File: config.mk
export PLATFORM = sky130hd
export DESIGN_NAME = hazard_sequencer
export DESIGN_NICKNAME = d
export VERILOG_FILES = /design/src/rtl/hazard_sequencer.sv
export SDC_FILE = /design/constraint.sdc
export NUM_CORES = 1
export LEC_CHECK = 0
export ABC_AREA = 1
export BUFFER_PORTS_ARGS = -buffer_cell sky130_fd_sc_hd__buf_2
export CORE_MARGIN = 2
export CORE_UTILIZATION = 51
export CTS_CLUSTER_DIAMETER = 100
export DETAILED_ROUTE_END_ITERATION = 7
export PLACE_DENSITY = 0.81
export SYNTH_ARGS = -nofsm -noshare
export SYNTH_HDL_FRONTEND = slang
export SYNTH_SLANG_ARGS = --single-unit
File: constraint.sdc
create_clock -name clk -period 2 [get_ports clk]
set_input_delay 0.1 -clock clk [delete_from_list [all_inputs] [get_ports clk]]
set_output_delay 0.1 -clock clk [all_outputs]
set_load 0.05 [all_outputs]
File: src/rtl/hazard_sequencer.sv
// Hazard resolution for the 5-stage RV32I pipeline: EX forwarding, load-use stall, branch flush,
// data-memory wait/timeout handling and saturating stall/flush event counters.
module hazard_sequencer #(
  parameter int MEM_TIMEOUT = 16,
  parameter int CNT_W       = 16
) (
  input  logic             clk,
  input  logic             rst_n,
  input  logic [4:0]       id_rs1,
  input  logic [4:0]       id_rs2,
  input  logic             id_use_rs1,
  input  logic             id_use_rs2,
  input  logic [4:0]       ex_rs1,
  input  logic [4:0]       ex_rs2,
  input  logic [4:0]       ex_rd,
  input  logic             ex_load,
  input  logic             ex_br_taken,
  input  logic [4:0]       mem_rd,
  input  logic             mem_regwrite,
  input  logic [4:0]       wb_rd,
  input  logic             wb_regwrite,
  input  logic             mem_access,
  input  logic             dmem_ack,
  output logic             dmem_valid,
  output logic             stall_if,
  output logic             stall_id,
  output logic             stall_ex,
  output logic             stall_mem,
  output logic             flush_id,
  output logic             flush_ex,
  output logic             flush_wb,
  output logic [1:0]       fwd_a,
  output logic [1:0]       fwd_b,
  output logic             mem_err,
  output logic [CNT_W-1:0] stall_cnt,
  output logic [CNT_W-1:0] flush_cnt
);

  localparam logic [1:0] ST_RUN  = 2'd0;
  localparam logic [1:0] ST_WAIT = 2'd1;
  localparam logic [1:0] ST_ERR  = 2'd2;

  localparam int              WC_W      = $clog2(MEM_TIMEOUT) + 1;
  localparam logic [WC_W-1:0] WAIT_LAST = WC_W'(MEM_TIMEOUT - 1);

  logic [1:0]      state, state_nxt;
  logic [WC_W-1:0] wait_cnt, wait_cnt_nxt;
  logic            memfreeze;
  logic            loaduse;

  // MEM result is younger than WB, so it wins; x0 is hardwired zero and never forwarded.
  function automatic logic [1:0] fwd_sel(input logic [4:0] rs,
                                         input logic       m_we, input logic [4:0] m_rd,
                                         input logic       w_we, input logic [4:0] w_rd);
    if (m_we && (m_rd != 5'd0) && (m_rd == rs))      return 2'b01;
    else if (w_we && (w_rd != 5'd0) && (w_rd == rs)) return 2'b10;
    else                                             return 2'b00;
  endfunction

  function automatic logic [CNT_W-1:0] sat_inc(input logic [CNT_W-1:0] c);
    return (&c) ? c : c + CNT_W'(1);
  endfunction

  assign fwd_a = fwd_sel(ex_rs1, mem_regwrite, mem_rd, wb_regwrite, wb_rd);
  assign fwd_b = fwd_sel(ex_rs2, mem_regwrite, mem_rd, wb_regwrite, wb_rd);

  assign memfreeze = (state != ST_ERR) && mem_access && !dmem_ack;
  assign loaduse   = ex_load && (ex_rd != 5'd0) &&
                     ((id_use_rs1 && (id_rs1 == ex_rd)) || (id_use_rs2 && (id_rs2 == ex_rd)));

  always_comb begin
    dmem_valid = 1'b0;
    mem_err    = 1'b0;
    stall_if   = 1'b0;
    stall_id   = 1'b0;
    stall_ex   = 1'b0;
    stall_mem  = 1'b0;
    flush_id   = 1'b0;
    flush_ex   = 1'b0;
    flush_wb   = 1'b0;
    if (state == ST_ERR) begin
      mem_err   = 1'b1;
      stall_if  = 1'b1;
      stall_id  = 1'b1;
      stall_ex  = 1'b1;
      stall_mem = 1'b1;
    end else begin
      dmem_valid = (state == ST_WAIT) || mem_access;
      // A taken branch held in EX during a freeze flushes on the release (ack) cycle.
      if (memfreeze) begin
        stall_if  = 1'b1;
        stall_id  = 1'b1;
        stall_ex  = 1'b1;
        stall_mem = 1'b1;
        flush_wb  = 1'b1;
      end else if (ex_br_taken) begin
        flush_id = 1'b1;
        flush_ex = 1'b1;
      end else if (loaduse) begin
        stall_if = 1'b1;
        stall_id = 1'b1;
        flush_ex = 1'b1;
      end
    end
  end

  always_comb begin
    state_nxt    = state;
    wait_cnt_nxt = wait_cnt;
    case (state)
      ST_RUN: begin
        if (mem_access && !dmem_ack) begin
          state_nxt    = ST_WAIT;
          wait_cnt_nxt = WC_W'(1);
        end
      end
      ST_WAIT: begin
        if (dmem_ack) begin
          state_nxt    = ST_RUN;
          wait_cnt_nxt = '0;
        end else begin
          wait_cnt_nxt = wait_cnt + WC_W'(1);
          if (wait_cnt == WAIT_LAST) state_nxt = ST_ERR;
        end
      end
      ST_ERR: begin
        state_nxt = ST_ERR;
      end
      default: begin
        state_nxt    = ST_RUN;
        wait_cnt_nxt = '0;
      end
    endcase
  end

  always_ff @(posedge clk or negedge rst_n) begin
    if (!rst_n) begin
      state     <= ST_RUN;
      wait_cnt  <= '0;
      stall_cnt <= '0;
      flush_cnt <= '0;
    end else begin
      state    <= state_nxt;
      wait_cnt <= wait_cnt_nxt;
      if (stall_if) stall_cnt <= sat_inc(stall_cnt);
      if (flush_id) flush_cnt <= sat_inc(flush_cnt);
    end
  end

endmodule

==> results of run 1 <==
-- cells by family (layout without fill, tap and decap cells) --
group                    after synthesis  after routing  share of synthesized area
AND/OR/NAND/NOR                      201            201                      0.345
XOR/XNOR                              49             49                      0.162
buffers and inverters                 47            138                     0.0745
flip-flops                            39             39                      0.368
AO/OA/AOI/OAI                         15             15                     0.0325
adder cells (fa/ha/maj)                4              4                     0.0189
-- routing by layer --
| layer | vias up | global-route usage | routed length [um] |
|---|---|---|---|
| met5 | - | 0 | 0 |
| met3 | 15 | 0.0427 | 289 |
| met2 | 73 | 0.357 | 3000 |
| met1 | 1169 | 0.271 | 2630 |
| met4 | 0 | 0.0964 | 91 |
| li1 | 1306 | - | - |
-- critical path, stage by stage (launching register included) --
cell,delay (ns)
sky130_fd_sc_hd__dfrtp_1,0.41
sky130_fd_sc_hd__ha_1,0.25
sky130_fd_sc_hd__nand3_2,0.14
sky130_fd_sc_hd__nor2_4,0.15
sky130_fd_sc_hd__nand2_2,0.08
sky130_fd_sc_hd__nor2_4,0.14
sky130_fd_sc_hd__nand2_4,0.15
sky130_fd_sc_hd__nand3_4,0.22
sky130_fd_sc_hd__nand2_1,0.08
sky130_fd_sc_hd__nand2_1,0.06
-- path summary, 6_finish.rpt --
| check | end | slack (ns) | depth (start not counted) |
|---|---|---|---|
| min in group asynchronous | wait_cnt[4]$_DFFE_PN0P_ | 0.44 | 2 |
| hold reg to reg | flush_cnt[3]$_DFFE_PN0P_ | 0.51 | 1 |
| max in group asynchronous | flush_cnt[0]$_DFFE_PN0P_ | 1.03 | 2 |
| setup reg to reg | stall_cnt[7]$_DFFE_PN0P_ | 0.25 | 9 |
| hold / removal | state[0]$_DFFE_PN0P_ | 0.19 | 3 |
| setup / recovery | stall_cnt[7]$_DFFE_PN0P_ | 0.25 | 9 |
-- state kept, by name, indices dropped and copies added (netlist names) --
register and count:
wait_cnt 5, state 2, flush_cnt 16, stall_cnt 16
-- layout by cell type (no fill, tap or decap), types with 2 or more instances in the layout --
cell                       synthesis  final
sky130_fd_sc_hd__nor2_4            3      3
sky130_fd_sc_hd__nand4_1          18     18
sky130_fd_sc_hd__o21ai_0           7      5
sky130_fd_sc_hd__o21ai_1           1      2
sky130_fd_sc_hd__nand2_4           2      2
sky130_fd_sc_hd__o22ai_1           2      2
sky130_fd_sc_hd__buf_2             2     89
sky130_fd_sc_hd__xnor2_1          18     18
sky130_fd_sc_hd__nor2_1           38     38
sky130_fd_sc_hd__ha_1              4      4
sky130_fd_sc_hd__nor3_1            9      9
sky130_fd_sc_hd__nand2_2           3      3
sky130_fd_sc_hd__xor2_1           31     31
sky130_fd_sc_hd__inv_1            32     32
sky130_fd_sc_hd__or2_2             2      2
sky130_fd_sc_hd__nor4_2            0      2
sky130_fd_sc_hd__nand3_1          17     17
sky130_fd_sc_hd__a21oi_1           2      2
sky130_fd_sc_hd__inv_2             8      8
sky130_fd_sc_hd__clkbuf_8          0      6
sky130_fd_sc_hd__nand2_1         102    102
sky130_fd_sc_hd__dfrtp_1          39     39
-- synth_stat cells, drive strengths merged --
cell type	number	share of area
nand4	18	0.042
o22ai	2	0.0047
xnor2	18	0.059
o21ai	8	0.015
or2	2	0.0047
nor4	3	0.0071
inv	40	0.057
nor3	9	0.017
o31ai	1	0.0028
xor2	31	0.10
a21oi	2	0.0038
o41ai	1	0.0033
buf	7	0.018
o21a	1	0.0028
nand2	107	0.16
nand3	19	0.042
dfrtp	39	0.37
nand3b	1	0.0028
nor2	42	0.069
ha	4	0.019
-- per-stage QoR --
step	area (sq um)	hold slack [ns]	std cells	setup WS (ns)
after global placement	3160	0.253	507	0.319
final	3280	0.186	516	0.245
after CTS	3280	0.167	516	0.254
after floorplan	2670	-0.196	355	0.0522
after global routing	3280	0.198	516	0.0923
after detailed placement	3160	0.257	507	0.276
-- power by group through the flow --
stage                     logic (mW)  registers, mW  clock network, mW
after global placement          1.35           1.09                  0
after CTS                       1.38           1.09              0.694
final                           1.37           1.09              0.677
after floorplan                0.756           1.40                  0
after detailed placement        1.37           1.10                  0
after global routing            1.48           1.11              0.728
-- cell type report --
type                    count  area [sq um]  area share
clock inverters             2          35.0      0.0107
repair buffers             90           455       0.139
flip-flops and latches     39           976       0.297
inverters                  40           150      0.0457
multi-input cells         269          1500       0.456
clock buffers               6          82.6      0.0251
well taps                  70          87.6      0.0267
==> results.md, run 1 <==
• outcome: complete, no violations
• CP Launch Type: register
• switching power summed over all nets: 1.45 mW
• number of rows created at floorplan: 26
• Final Hold Fails: 0
• Overall Power: 3.14 mW
• clock root cell: sky130_fd_sc_hd__clkbuf_8
• total gr overflow: 0
• average wire length per cell after detail routing: 11.6 um
• share of power burned in the clock network: 0.216
• number of CTS-inserted buffers: 5
• origin of the worst setup path: stall_cnt[0]$_DFFE_PN0P_
• Resized Gates After CTS: 0
• required time worst endpoint: 2.23 ns
• largest buffer count on any clock path: 2
• via/cell ratio: 4.97
• sequential-to-total area share from yosys stat: 0.368
• Critical Path End Type: register
• maximum ir drop on the vdd rail: 0.000847 V
• number of nets produced by synthesis: 404
• signed area change from the synthesized netlist to the final layout: 23.7%
• largest fanout on the critical path: 16
• total iterations of the first detailed-routing run: 4
• Pint: 1.68 mW
• net count of the finished layout: 494
• ratio of cells with drive above 1 in the final layout: 0.271
• number of hold-repair buffers added at the cts stage: 1
• cell area power density: 955 mW/mm^2
• Inserted Diodes: 0
• number of DRC markers in iteration 0: 164
• switching part of the total: 0.463
• post-layout minimum cycle time: 1.75 ns
• die boundary width: 76.2 um
• Avg Cell Area, Syn: 7.48 sq um
• Hold WC Path Type: input pin to register
• area inside the core boundary: 0.00507 sq mm
• final antenna-violating net count: 0
• effective utilization at floorplan: 0.523
• Die Footprint: 0.00580 sq mm
• buffer count from post-CTS setup fixing: 0
• startpoint of the worst-slack reg-to-reg timing path: stall_cnt[0]$_DFFE_PN0P_
• antenna violations before repair: 0
• Overall Global Routing Usage: 0.215
• final weighted congestion in routability-driven placement: 0.870
• post-route setup TNS: 0 ns
• arrival time worst endpoint: 1.98 ns
• pin count of the biggest net entering global routing: 40
• floorplan die height: 76.2 um
• Post-DP HPWL: 4650 um
• Tcrit/Tclk final: 0.877
• top achievable clock speed: 0.570 GHz
• relative slew slack: 0.440
• number of max-cap violations: 0
• count of unresolved DRC violations after routing: 0
• wire length of the first global-routing pass: 10,300 um
• actual transition at the worst max-transition pin: 0.840 ns
• Worst Clk Skew: 0.00802 ns
• warning count from the yosys run: 0
• RSZ-0062 raised after global routing: false
• via total after detailed routing: 2,563
• total of fill cells in the finished design: 449
• count of final max-slew check failures: 0
• path type of the worst setup path: register to register
• share of total power in combinational logic: 0.438
• Mapped Area: 0.00266 sq mm
• Syn Inst Count: 355
• post-CTS clock slew at the launch and capture registers of the worst setup and hold paths: 0.08 ns
• clock tree from TritonCTS: built
• Seq pwr share: 0.346
• Leakage: 1.82 nW
• count of cell types in the netlist: 31
• num ports: 90
• WL final: 6010 um
• final setup fails: 0
• clock latency at the later pin of the worst-skew pair: 0.29 ns
• synthesis-stage register bit count: 39
• count of buffers from port buffering: 89
• level count of the clock H-tree: 2
• via count of the first global-routing pass: 2,323
• number of clock sinks: 39
• fraction of the core area covered by cells at the end of the flow: 0.647
• startpoint of the most critical hold path: mem_access
No activity file was read; power rests on OpenSTA's default activity.
==> run 2, diff against run 1 <==
BUFFER_PORTS_ARGS = default   (was -buffer_cell sky130_fd_sc_hd__buf_2)
CORE_UTILIZATION = 64   (was 51)
DONT_BUFFER_PORTS = 1   (was default)
PLACE_DENSITY = 0.8   (was 0.81)
==> results.md, run 2 (synthesis results as in run 1) <==
• non-filler cells, final: 451
• post-layout minimum cycle time: 1.74 ns
• die boundary width: 68.4 um
• cell area power density: 961 mW/mm^2
• largest registers ranked by flip-flop count: flush_cnt (16), stall_cnt (16), wait_cnt (5)
• outcome: complete, no violations
• count of final max-slew check failures: 0
• Hold WC Path Type: input pin to register
• Overall Global Routing Usage: 0.262
• Inserted Diodes: 0
• via total after detailed routing: 2,407
• number of max-cap violations: 0
• Tcrit/Tclk final: 0.872
• relative slew slack: 0.582
• number of CTS-inserted buffers: 5
• via count of the first global-routing pass: 2,313
• Leakage: 1.65 nW
• total instance count after detailed placement: 441
• largest buffer count on any clock path: 2
• effective utilization at floorplan: 0.664
• number of clock sinks: 39
• Overall Power: 3.03 mW
• pin count of the biggest net entering global routing: 40
• clock latency at the later pin of the worst-skew pair: 0.29 ns
• area inside the core boundary: 0.00400 sq mm
• maximum ir drop on the vdd rail: 0.000992 V
• total iterations of the first detailed-routing run: 4
• num ports: 90
• switching part of the total: 0.472
• share of total power in combinational logic: 0.488
• Resized Gates After CTS: 0
• WL final: 5650 um
• Critical Path End Type: register
• average wire length per cell after detail routing: 12.5 um
• ratio of cells with drive above 1 in the final layout: 0.192
• total gr overflow: 0
• clock tree from TritonCTS: built
• buffer count from post-CTS setup fixing: 0
• clock root cell: sky130_fd_sc_hd__clkbuf_8
• Pint: 1.60 mW
• Layout Cell Area excl Fill: 0.00315 sq mm
• arrival time worst endpoint: 1.92 ns
• Seq pwr share: 0.343
• Final Hold Fails: 0
• most used cells in the layout excluding fill and tap cells: sky130_fd_sc_hd__nand2_1, sky130_fd_sc_hd__buf_4, sky130_fd_sc_hd__dfrtp_1
• required time worst endpoint: 2.17 ns
• final weighted congestion in routability-driven placement: 0.871
• path type of the worst setup path: register to register
• antenna violations before repair: 0
• top achievable clock speed: 0.573 GHz
• level count of the clock H-tree: 2
• Die Footprint: 0.00468 sq mm
• switching power summed over all nets: 1.43 mW
• post-CTS clock slew at the launch and capture registers of the worst setup and hold paths: 0.07 ns
• count of unresolved DRC violations after routing: 0
• RSZ-0062 raised after global routing: false
• leading cell type in the layout, fill and taps excluded: sky130_fd_sc_hd__nand2_1
• CP Launch Type: register
• largest fanout on the critical path: 11
• net count of the finished layout: 449
• via/cell ratio: 5.34
• Worst Clk Skew: 0.00807 ns
• signed area change from the synthesized netlist to the final layout: 18.7%
• count of buffers from port buffering: 0
• number of DRC markers in iteration 0: 135
• wire length of the first global-routing pass: 9360 um
• share of power burned in the clock network: 0.168
• final setup fails: 0
• Placed Instance Area: 0.00304 sq mm
• number of hold-repair buffers added at the cts stage: 2
• floorplan die height: 68.4 um
• post-route setup TNS: 0 ns
• Post-DP HPWL: 4370 um
• actual transition at the worst max-transition pin: 0.620 ns
• final antenna-violating net count: 0
• number of rows created at floorplan: 23
run 2: cell types whose count changed in the layout (fill, tap and decap cells not counted), moves of 2 or more:
cell                       change
sky130_fd_sc_hd__buf_12        +3
sky130_fd_sc_hd__buf_4        +41
sky130_fd_sc_hd__clkinv_2      +2
sky130_fd_sc_hd__buf_2        -89
run 2: per-layer routing:
metal | up-vias | track usage | wire length (um)
met2 | 73 | 0.483 | 2980
met1 | 1108 | 0.283 | 2220
met3 | 4 | 0.0855 | 420
met4 | 0 | 0.0725 | 29
met5 | - | 0 | 0
li1 | 1222 | - | -
run 2: final timing paths:
kind / start / end / slack, ns / cells past startpoint
max: flush_cnt[0]$_DFFE_PN0P_ / flush_cnt[14]$_DFFE_PN0P_ / 0.26 / 8
min: mem_access / state[0]$_DFFE_PN0P_ / 0.06 / 2
max reg2reg: flush_cnt[0]$_DFFE_PN0P_ / flush_cnt[14]$_DFFE_PN0P_ / 0.26 / 8
min reg2reg: wait_cnt[1]$_DFFE_PN0P_ / wait_cnt[1]$_DFFE_PN0P_ / 0.52 / 2
max in group asynchronous: rst_n / stall_cnt[10]$_DFFE_PN0P_ / 1.53 / 2
min in group asynchronous: rst_n / stall_cnt[2]$_DFFE_PN0P_ / 0.28 / 2
run 2: cell type report:
cell class	instances	area, sq um
clock buffers	5	68.8
clock inverters	3	15.0
fillers	286	848
inverters	40	150
multi-input cells	269	1500
flip-flops and latches	39	976
well taps	50	62.6
repair buffers	45	378
run 2: critical path, cell delays in order, from the launching register on:
cell,delay (ns)
sky130_fd_sc_hd__dfrtp_1,0.39
sky130_fd_sc_hd__ha_1,0.21
sky130_fd_sc_hd__nand3_1,0.12
sky130_fd_sc_hd__nor2_1,0.06
sky130_fd_sc_hd__nand3_1,0.07
sky130_fd_sc_hd__nand2_1,0.25
sky130_fd_sc_hd__nor2_1,0.25
sky130_fd_sc_hd__nand3_1,0.11
sky130_fd_sc_hd__xor2_1,0.16
run 2: power by group through the flow:
stage / logic (mW) / clock network [mW] / registers (mW)
2_1_floorplan: 0.756 / 0 / 1.40
3_3_place_gp: 1.43 / 0 / 1.04
3_5_place_dp: 1.46 / 0 / 1.05
4_1_cts: 1.49 / 0.522 / 1.04
5_1_grt: 1.59 / 0.558 / 1.06
6_report: 1.48 / 0.509 / 1.04
run 2: metrics by stage:
stage	hold WS, ns	utilization	setup slack (ns)
after global routing	0.0675	0.788	0.0775
after floorplan	-0.196	-	0.0522
after detailed placement	-0.194	0.759	0.294
after CTS	0.0563	0.788	0.279
final	0.0640	0.788	0.255
after global placement	-0.194	0.759	0.390
